==> config.mk <==
export PLATFORM = sky130hd
export DESIGN_NAME = softmax_norm
export DESIGN_NICKNAME = d
export VERILOG_FILES = /design/src/rtl/softmax_norm_pkg.sv /design/src/rtl/seq_divider.sv /design/src/rtl/softmax_norm.sv
export SDC_FILE = /design/constraint.sdc
export NUM_CORES = 1
export LEC_CHECK = 0
export BUFFER_PORTS_ARGS = -buffer_cell sky130_fd_sc_hd__buf_4
export CAP_MARGIN = 20
export CORE_ASPECT_RATIO = 0.75
export CORE_UTILIZATION = 54
export CTS_CLUSTER_DIAMETER = 100
export DETAILED_ROUTE_END_ITERATION = 8
export PLACE_DENSITY = 0.85
export SETUP_SLACK_MARGIN = 0.1
export SYNTH_ARGS = -nofsm -noshare
export SYNTH_HDL_FRONTEND = slang
export SYNTH_SLANG_ARGS = --single-unit
==> constraint.sdc <==
create_clock -name clk -period 4.2 [get_ports clk]
set_input_delay 0.42 -clock clk [delete_from_list [all_inputs] [get_ports clk]]
set_output_delay 0.42 -clock clk [all_outputs]
set_load 0.02 [all_outputs]
==> src/rtl/softmax_norm_pkg.sv <==
// Shared constants, FSM state encoding and sizing helper for the softmax normalisation blocks.
package softmax_norm_pkg;

    localparam int unsigned SM_DATA_WIDTH_IN  = 16;
    localparam int unsigned SM_SUM_WIDTH      = 26;
    localparam int unsigned SM_DATA_WIDTH_OUT = 24;
    localparam int unsigned SM_IFM_SIZE       = 1000;

    typedef enum logic [1:0] {
        StIdle,
        StWaitIn,
        StDivide,
        StOutHold
    } sm_state_e;

    // Counter width able to index 0..n-1, never narrower than one bit.
    function automatic int unsigned cnt_width(input int unsigned n);
        return (n > 1) ? $clog2(n) : 1;
    endfunction

endpackage

==> src/rtl/seq_divider.sv <==
// Restoring divider: one quotient bit per cycle, MSB first, dividend followed by QUOTIENT_WIDTH
// zero bits. The saturation decision is taken at start; the cycle count never changes.
module seq_divider
    import softmax_norm_pkg::*;
#(
    parameter int unsigned DIVIDEND_WIDTH = SM_DATA_WIDTH_IN,
    parameter int unsigned DIVISOR_WIDTH  = SM_SUM_WIDTH,
    parameter int unsigned QUOTIENT_WIDTH = SM_DATA_WIDTH_OUT
) (
    input  logic                      clk,
    input  logic                      rst,
    input  logic                      start,
    input  logic [DIVIDEND_WIDTH-1:0] dividend,
    input  logic [DIVISOR_WIDTH-1:0]  divisor,
    output logic                      busy,
    output logic                      done,
    output logic [QUOTIENT_WIDTH-1:0] quotient
);

    localparam int unsigned RW = DIVISOR_WIDTH + 1;
    localparam int unsigned CW = cnt_width(QUOTIENT_WIDTH);
    localparam logic [CW-1:0] LAST_ITER = CW'(QUOTIENT_WIDTH - 1);

    logic [RW-1:0]             num_q;
    logic [RW-1:0]             rem_q;
    logic [QUOTIENT_WIDTH-1:0] quo_q;
    logic [CW-1:0]             cnt_q;
    logic                      busy_q;
    logic                      done_q;
    logic                      sat_q;

    logic [RW-1:0] partial;
    logic [RW-1:0] shifted;
    logic [RW-1:0] den_ext;
    logic          fits;
    logic [RW-1:0] rem_next;

    // With dividend < divisor the leading dividend bits all yield zero quotient bits, so the
    // first iteration starts from the dividend itself as the partial remainder.
    always_comb begin
        partial  = (cnt_q == '0) ? num_q : rem_q;
        shifted  = {partial[RW-2:0], 1'b0};
        den_ext  = {1'b0, divisor};
        fits     = partial[RW-1] | (shifted >= den_ext);
        rem_next = fits ? (shifted - den_ext) : shifted;
    end

    always_ff @(posedge clk) begin
        if (rst) begin
            num_q  <= '0;
            rem_q  <= '0;
            quo_q  <= '0;
            cnt_q  <= '0;
            busy_q <= 1'b0;
            done_q <= 1'b0;
            sat_q  <= 1'b0;
        end else begin
            done_q <= 1'b0;
            if (start) begin
                num_q  <= RW'(dividend);
                rem_q  <= '0;
                cnt_q  <= '0;
                busy_q <= 1'b1;
                sat_q  <= (divisor == '0) || (RW'(dividend) >= RW'(divisor));
            end else if (busy_q) begin
                rem_q <= rem_next;
                quo_q <= {quo_q[QUOTIENT_WIDTH-2:0], fits};
                cnt_q <= cnt_q + CW'(1);
                if (cnt_q == LAST_ITER) begin
                    busy_q <= 1'b0;
                    done_q <= 1'b1;
                end
            end
        end
    end

    assign busy     = busy_q;
    assign done     = done_q;
    assign quotient = sat_q ? '1 : quo_q;

endmodule

==> src/rtl/softmax_norm.sv <==
// Softmax normaliser: divides each exponent of a frame by the frame's exponent sum, one element
// in flight, producing saturated Q0.DATA_WIDTH_OUT probabilities with valid/ready handshakes.
module softmax_norm
    import softmax_norm_pkg::*;
#(
    parameter int unsigned DATA_WIDTH_IN  = SM_DATA_WIDTH_IN,
    parameter int unsigned SUM_WIDTH      = SM_SUM_WIDTH,
    parameter int unsigned DATA_WIDTH_OUT = SM_DATA_WIDTH_OUT,
    parameter int unsigned IFM_SIZE       = SM_IFM_SIZE
) (
    input  logic                      clk,
    input  logic                      rst,
    input  logic                      sum_valid,
    input  logic [SUM_WIDTH-1:0]      sum_in,
    input  logic                      in_valid,
    output logic                      in_ready,
    input  logic [DATA_WIDTH_IN-1:0]  exp_in,
    output logic                      out_valid,
    input  logic                      out_ready,
    output logic [DATA_WIDTH_OUT-1:0] softmax_out,
    output logic                      last,
    output logic                      div_err
);

    localparam int unsigned CNT_W = cnt_width(IFM_SIZE);
    localparam logic [CNT_W-1:0] LAST_IDX = CNT_W'(IFM_SIZE - 1);

    sm_state_e                 state;
    logic [CNT_W-1:0]          elem_cnt;
    logic [SUM_WIDTH-1:0]      sum_q;
    logic                      div_start;
    logic                      div_busy;
    logic                      div_done;
    logic [DATA_WIDTH_OUT-1:0] div_quotient;

    assign div_start = (state == StWaitIn) && in_valid && in_ready;

    seq_divider #(
        .DIVIDEND_WIDTH (DATA_WIDTH_IN),
        .DIVISOR_WIDTH  (SUM_WIDTH),
        .QUOTIENT_WIDTH (DATA_WIDTH_OUT)
    ) u_seq_divider (
        .clk      (clk),
        .rst      (rst),
        .start    (div_start),
        .dividend (exp_in),
        .divisor  (sum_q),
        .busy     (div_busy),
        .done     (div_done),
        .quotient (div_quotient)
    );

    always_ff @(posedge clk) begin
        if (rst) begin
            state       <= StIdle;
            in_ready    <= 1'b0;
            out_valid   <= 1'b0;
            last        <= 1'b0;
            div_err     <= 1'b0;
            softmax_out <= '0;
            elem_cnt    <= '0;
            sum_q       <= '0;
        end else begin
            unique case (state)
                StIdle: begin
                    if (sum_valid) begin
                        sum_q    <= sum_in;
                        elem_cnt <= '0;
                        in_ready <= 1'b1;
                        state    <= StWaitIn;
                        if (sum_in == '0) begin
                            div_err <= 1'b1;
                        end
                    end
                end
                StWaitIn: begin
                    if (in_valid && in_ready) begin
                        in_ready <= 1'b0;
                        state    <= StDivide;
                    end
                end
                StDivide: begin
                    if (div_done && !div_busy) begin
                        softmax_out <= div_quotient;
                        out_valid   <= 1'b1;
                        last        <= (elem_cnt == LAST_IDX);
                        state       <= StOutHold;
                    end
                end
                StOutHold: begin
                    if (out_ready) begin
                        out_valid <= 1'b0;
                        last      <= 1'b0;
                        if (elem_cnt == LAST_IDX) begin
                            elem_cnt <= '0;
                            state    <= StIdle;
                        end else begin
                            elem_cnt <= elem_cnt + CNT_W'(1);
                            in_ready <= 1'b1;
                            state    <= StWaitIn;
                        end
                    end
                end
                default: state <= StIdle;
            endcase
        end
    end

endmodule

Word-level counts from Yosys, hierarchy flattened
Cells that the tools add are included.
{"block": "word_totals", "out_inout_bits": 28, "ramBits": 0, "in_bits": 47, "wordCells": 83, "reg_bits": 141, "latchBits": 0, "memories": 0, "mem_bits_ro": 0}
{"block": "classes", "magnitude_cmp": 2, "multipliers": 0, "div_mod_pow": 0, "n_reduce_logical": 23, "n_mux": 27, "n_shift": 0, "n_eq_ne": 10, "n_addsub": 3, "bitwise": 3}
{"cell": "$mux 27", "count": 2}
{"cell": "$logic_not 26->1", "count": 2}
{"cell": "$mux 10", "count": 3}
{"cell": "$ge 27x26->1", "count": 1}
{"cell": "$sub 27x26->27", "count": 1}
{"cell": "$ge 16x26->1", "count": 1}
{"cell": "$mux 24", "count": 1}
{"cell": "$pmux 10 s2", "count": 1}
{"cell": "$mux 1", "count": 12}
{"cell": "$add 10x1->10 const B", "count": 1}
{"cell": "$eq 10x10->1 const B", "count": 1}
{"cell": "$reduce_and 3->1", "count": 3}
{"cell": "$mux 2", "count": 4}
{"cell": "$ne 2x2->1 const B", "count": 4}
{"cell": "$pmux 2 s4", "count": 1}
{"cell": "$reduce_and 2->1", "count": 3}
{"cell": "$add 5x1->5 const B", "count": 1}
{"cell": "$eq 5x5->1 const B", "count": 1}
{"cell": "$logic_not 5->1", "count": 1}
{"cell": "$reduce_and 5->1", "count": 1}
{"cell": "$eq 2x2->1 const B", "count": 2}
{"cell": "$logic_and 1x1->1", "count": 4}
{"cell": "$pmux 1 s2", "count": 2}
{"cell": "$reduce_and 4->1", "count": 1}
{"cell": "other kinds (12)", "count": 14}

Depth between registers and ports, before layout
{"block": "depth", "word_depth": 5, "mapped_depth": 17, "mapped_depth_nobuf": 15}

Cells and area by module
A second synthesis with hierarchy kept.
{"block": "hier_totals", "cells_unflattened": 1025, "area_unflattened_um2": 8171.6}
{"mod": "seq_divider", "cells_each": 698, "area_per_inst_um2": 5431.5, "instances": 1, "seq_area_each_um2": 1501.4}
{"mod": "softmax_norm", "cells_each": 327, "area_per_inst_um2": 2740.1, "instances": 1, "seq_area_each_um2": 1321.3}

Worst setup path after synthesis
No wires, ideal clock.
{"block": "synth_path", "kind": "flip-flop to flip-flop", "from": "register u_seq_divider.cnt_q[0]", "to": "register u_seq_divider.rem_q[18]", "setup_ns": 0.122, "path_stages_with_launch": 16, "path_slack_ns": 0.285, "n_path_buf": 1, "arrival_ns": 3.794, "synth_period_minus_slack_ns": 3.915, "required_ns": 4.078, "cell_sequence": "dfxtp_1 -> inv_1 -> ha_1 -> nor4b_4 -> clkbuf_1 -> mux2_2 -> ha_1 -> nor2b_1 -> o2111ai_2 -> a41oi_1 -> a21oi_1 -> o41a_1 -> o21ai_0 -> nand2_1 -> xnor2_1 -> a221o_1"}
{"block": "synth_via", "elab_chain_cells": 5, "elab_cells_between_ends": 6, "cone_classes": "1 x add/sub; 1 x order compare; 2 x mux; 1 x bitwise; 1 x reduce/logical"}
{"item": "start, declared", "line": "seq_divider.sv:27", "text": "logic [CW-1:0] cnt_q;"}
{"item": "start signal, assigned", "line": "seq_divider.sv:68", "text": "cnt_q <= cnt_q + CW'(1);"}
{"item": "$logic_not 5->1 *", "line": "seq_divider.sv:41", "text": "partial = (cnt_q == '0) ? num_q : rem_q;"}
{"item": "$mux 27 *", "line": "seq_divider.sv:41"}
{"item": "$ge 27x26->1", "line": "seq_divider.sv:44", "text": "fits = partial[RW-1] | (shifted >= den_ext);"}
{"item": "$or 1x1->1", "line": "seq_divider.sv:44"}
{"item": "$mux 27 *", "line": "seq_divider.sv:45", "text": "rem_next = fits ? (shifted - den_ext) : shifted;"}
{"item": "end signal, assigned", "line": "seq_divider.sv:66", "text": "rem_q <= rem_next;"}
{"item": "end, declared", "line": "seq_divider.sv:25", "text": "logic [RW-1:0] rem_q;"}
Every way passes the cells marked *; elsewhere a longest branch is shown, timed or not.
A chain may end at the register's enable or synchronous reset.

Worst setup path after layout
{"block": "layout_path", "from": "register u_seq_divider.cnt_q[0]", "to": "register u_seq_divider.rem_q[26]"}
Same word-level chain as after synthesis.

==> flow_summary.rst <==
.. list-table::
   :header-rows: 1

   * - Metric
     - Value
   * - Count of filler cells inserted in the layout
     - between 1000 and 1500
   * - Number of core rows
     - 37
   * - Top flip-flop cell by instance count after synthesis
     - sky130_fd_sc_hd__dfxtp_1
   * - Mean instance size in the synthesized netlist
     - between 7 and 8 sq um
   * - Required time at the endpoint of the critical path
     - approximately 4.5 ns
   * - Clock Tree Root
     - sky130_fd_sc_hd__clkbuf_16
   * - Max-slew violation count
     - 0
   * - Max-capacitance violation count
     - 0
   * - Worst vdd ir
     - ~0.34 mV
   * - Insertion delay to the later sink of the worst-skew pair
     - between 0.4 and 0.5 ns
   * - Endpoint type of the worst setup path
     - register
   * - Setup slack on the worst flop-to-flop path
     - between 0.2 and 0.3 ns
   * - Count of state elements after synthesis
     - ~140
   * - Arrival time of data at the critical path endpoint
     - 4.21 ns
   * - Remaining Overflow, GRT
     - 0
   * - Critical hold path startpoint
     - sum_in[14]
   * - Top achievable clock speed
     - roughly 260 MHz
   * - Iteration-0 DRC count of the detailed router
     - 581
   * - Area Overhead vs Synth
     - 16.4%
   * - Max clock buf depth
     - 2
   * - Hold-critical path depth
     - 3
   * - Status
     - finished with violations
   * - Clock period minus final worst setup slack
     - ~3.9 ns
   * - Distinct cells, synth
     - between 50 and 60
   * - Worst slack at placement
     - 0.202 ns
   * - Post-detailed-route via-to-cell ratio
     - 5.77
   * - Number of remaining DRC errors
     - 8
   * - Number of warning messages in the yosys log
     - 0
   * - Top-level port count
     - between 70 and 80
   * - Number of enable-type register cells in the synthesized netlist
     - 0
   * - Worst Path Max Fanout
     - 17
   * - Final cell utilization of the core
     - 0.641
   * - Worst-Margin Slew
     - roughly 0.93 ns
   * - Relative slew slack
     - 0.380
   * - Worst setup skew after layout
     - 0.0244 ns
   * - Static leakage
     - around 3.5 nW
   * - Number of hold-slack violations in the final timing report
     - 0
   * - Netlist Area Pre-Place
     - between 0.007 and 0.008 sq mm
   * - Hold WC Path Type
     - input pin to register
   * - Initial antenna violation count
     - 0
   * - Pre-Repair DR Iteration Count
     - 7
   * - Power per Cell Area
     - 523 mW/mm^2
   * - Design Power
     - 4.59 mW
   * - Register area share after synthesis
     - 0.374
   * - GRT Total Usage
     - 0.267
   * - Syn_nets
     - between 1000 and 1500
   * - Reg2reg path depth
     - 15
   * - HPWL after detailed placement
     - between 10000 and 15000 microns
   * - Setup WS post-layout
     - 0.298 ns
   * - Die width
     - ~140 microns
   * - Maximum number of pins on one net before global-route repair
     - 90
   * - Share of final-layout standard cells stronger than drive strength 1
     - 0.142
   * - Net total in the final layout
     - about 1100
   * - Die height
     - about 100 microns
   * - Final total negative setup slack
     - 0 ns
   * - # port buffers
     - 74
   * - Clock net sink count
     - 141
   * - Vias in the first global route
     - 6365
   * - Most used cells in the layout excluding fill and tap cells
     - sky130_fd_sc_hd__nand2_1 (165), sky130_fd_sc_hd__dfxtp_1 (141), sky130_fd_sc_hd__a21oi_1 (109), sky130_fd_sc_hd__nor2_1 (99), sky130_fd_sc_hd__buf_4 (84)
   * - Endpoint of the lowest-slack register-to-register path
     - u_seq_divider.rem_q[26]
   * - Routed Antenna Nets
     - 0
   * - Cell Count, Final, Fillers Out
     - 1186
   * - Effective utilization at floorplan
     - 0.551
   * - Leading cell type in the layout, fill and taps excluded
     - sky130_fd_sc_hd__nand2_1
   * - Final setup violation count
     - 0
   * - Wirelength, routed
     - about 19000 microns
   * - Reg2reg start
     - u_seq_divider.cnt_q[0]
   * - Vias
     - approximately 6800
   * - Core ar.
     - about 0.014 sq mm
   * - TritonCTS clock tree
     - built
   * - Routed wirelength normalized by instance count
     - between 15 and 20 microns
   * - Antenna diodes
     - 0
   * - Kind of launch point of the worst setup path
     - register
   * - Placed Cells incl. Taps
     - 1156
   * - Total die area
     - about 0.014 sq mm
   * - Part of the cycle the worst path needs
     - 0.929
   * - Endpoint with the worst hold slack
     - sum_q[14]
   * - Cells after synthesis
     - 946
   * - Share of flip-flops with an asynchronous set or reset
     - 0
   * - Failing checks
     - DRC
   * - Clock transition time at the flip-flop clock pins of the worst setup and hold paths
     - roughly 0.060 ns
   * - Total CTS buffers
     - 17
   * - RSZ-0062 raised after global routing
     - no
   * - Classification of the worst setup path
     - register to register
   * - Weighted congestion reported at the end of routability-driven placement
     - 0.926
   * - First-pass GRT wire length
     - about 31000 microns
   * - Max H-tree Level
     - 4
synth_stat cells, types with 2 or more instances:
cell type / number / area, sq um
sky130_fd_sc_hd__o31ai_1: 2 / 15.0
sky130_fd_sc_hd__and3_1: 3 / 18.8
sky130_fd_sc_hd__o21bai_1: 5 / 37.5
sky130_fd_sc_hd__nor4_1: 14 / 87.6
sky130_fd_sc_hd__nand4_1: 14 / 87.6
sky130_fd_sc_hd__buf_6: 4 / 45.0
sky130_fd_sc_hd__ha_1: 49 / 613
sky130_fd_sc_hd__a221o_1: 3 / 30.0
sky130_fd_sc_hd__clkbuf_1: 43 / 161
sky130_fd_sc_hd__nand2b_1: 8 / 50.1
sky130_fd_sc_hd__buf_1: 4 / 15.0
sky130_fd_sc_hd__a21oi_1: 110 / 551
sky130_fd_sc_hd__dfxtp_1: 141 / 2820
sky130_fd_sc_hd__nand2_1: 165 / 619
sky130_fd_sc_hd__a211oi_1: 28 / 210
sky130_fd_sc_hd__nor2_1: 99 / 372
sky130_fd_sc_hd__xnor2_1: 18 / 158
sky130_fd_sc_hd__mux2_2: 15 / 169
sky130_fd_sc_hd__a22oi_1: 4 / 30.0
sky130_fd_sc_hd__o21a_1: 4 / 30.0
sky130_fd_sc_hd__nor2b_1: 13 / 81.3
sky130_fd_sc_hd__and4_1: 2 / 17.5
sky130_fd_sc_hd__inv_1: 37 / 139
sky130_fd_sc_hd__and2_1: 5 / 31.3
sky130_fd_sc_hd__o211ai_1: 3 / 22.5
sky130_fd_sc_hd__nor3_1: 8 / 40.0
sky130_fd_sc_hd__o21ai_0: 42 / 210
sky130_fd_sc_hd__a22o_1: 5 / 43.8
sky130_fd_sc_hd__a41oi_1: 3 / 26.3
sky130_fd_sc_hd__mux2i_1: 19 / 190
sky130_fd_sc_hd__xor2_1: 18 / 158
sky130_fd_sc_hd__nor3b_1: 3 / 22.5
sky130_fd_sc_hd__nand3_1: 12 / 60.1
sky130_fd_sc_hd__or3_1: 2 / 12.5
sky130_fd_sc_hd__a21o_1: 16 / 120
sky130_fd_sc_hd__a31oi_1: 3 / 18.8
registers in the layout (all words and copies together), names as in the netlist, 2 cells and up:
register,flops
softmax_out,24
elem_cnt,10
u_seq_divider.quo_q,24
u_seq_divider.num_q,16
state,2
sum_q,26
u_seq_divider.cnt_q,5
u_seq_divider.rem_q,27
routing by layer:
metal | track usage | part of all wire | up-vias
li1 | - | - | 3405
met3 | 0.0617 | 0.077 | 18
met5 | 0 | 0 | -
met4 | 0.0738 | 0.011 | 0
met1 | 0.379 | 0.48 | 3180
met2 | 0.403 | 0.43 | 242
report_power, final:
part / internal, mW / leakage (nW) / switching, mW
registers: 1.43 / 1.14 / 0.0958
logic: 0.667 / 2.08 / 0.961
clock network: 0.833 / 0.261 / 0.602
total: 2.93 / 3.48 / 1.66
critical path: stages, from the launching register on:
cell,delay (ns)
sky130_fd_sc_hd__dfxtp_1,0.36
sky130_fd_sc_hd__inv_1,0.08
sky130_fd_sc_hd__ha_1,0.15
sky130_fd_sc_hd__nor4b_4,0.20
sky130_fd_sc_hd__buf_6,0.24
sky130_fd_sc_hd__mux2_2,0.38
sky130_fd_sc_hd__ha_1,0.39
sky130_fd_sc_hd__nor2b_1,0.23
sky130_fd_sc_hd__o2111ai_2,0.16
sky130_fd_sc_hd__a41oi_1,0.33
sky130_fd_sc_hd__a21oi_1,0.11
sky130_fd_sc_hd__o41a_1,0.39
sky130_fd_sc_hd__o21ai_2,0.21
sky130_fd_sc_hd__a41oi_1,0.19
sky130_fd_sc_hd__xnor2_1,0.17
sky130_fd_sc_hd__a22o_1,0.19
logic make-up (layout without fill, tap and decap cells):
family | Yosys count | count (layout) | synth area share
flip-flops | 141 | 141 | 0.374
XOR/XNOR | 36 | 36 | 0.0418
buffers and inverters | 88 | 153 | 0.0477
multiplexers | 34 | 34 | 0.0476
AND/OR/NAND/NOR | 356 | 356 | 0.209
AO/OA/AOI/OAI | 241 | 241 | 0.196
adder cells (fa/ha/maj) | 50 | 50 | 0.0838
worst max-delay path by stage:
| stage | start | to | slack [ns] | cells past startpoint |
|---|---|---|---|---|
| 2_1_floorplan | u_seq_divider.cnt_q[0] | u_seq_divider.rem_q[18] | 0.28 | 15 |
| 3_3_place_gp | u_seq_divider.cnt_q[0] | u_seq_divider.rem_q[26] | 0.30 | 15 |
| 3_5_place_dp | u_seq_divider.cnt_q[0] | u_seq_divider.rem_q[26] | 0.20 | 15 |
| 4_1_cts | u_seq_divider.cnt_q[0] | u_seq_divider.rem_q[26] | 0.15 | 15 |
| 5_1_grt | u_seq_divider.cnt_q[0] | u_seq_divider.rem_q[26] | 0.13 | 15 |
| 6_report | u_seq_divider.cnt_q[0] | u_seq_divider.rem_q[26] | 0.30 | 15 |
what timing repair did:
| item | 4_1_cts | 5_1_grt |
|---|---|---|
| endpoints found under the setup margin | 0 | 22 |
| hold buffers | 0 | 0 |
| endpoints found under the hold margin | 0 | 0 |
| resized for setup | 0 | 7 |
| buffers inserted | 0 | 0 |
layout make-up:
cell class	instances	area, sq um	share of cell area
Clock buffer	19	443	0.0504
Clock inverter	11	111	0.0127
Inverter	37	139	0.0158
Multi-Input combinational cell	717	4390	0.500
Sequential cell	141	2820	0.321
Tap cell	175	219	0.0249
Timing Repair Buffer	86	662	0.0753
per-stage QoR:
step | hold slack (ns) | cell area, sq um
6_report | 0.240 | 8790
5_1_grt | 0.249 | 8790
4_1_cts | 0.243 | 8770
3_5_place_dp | 0.448 | 8210
3_3_place_gp | 0.443 | 8210
2_1_floorplan | 0.421 | 7550
Power figures use the tool's default switching activity.
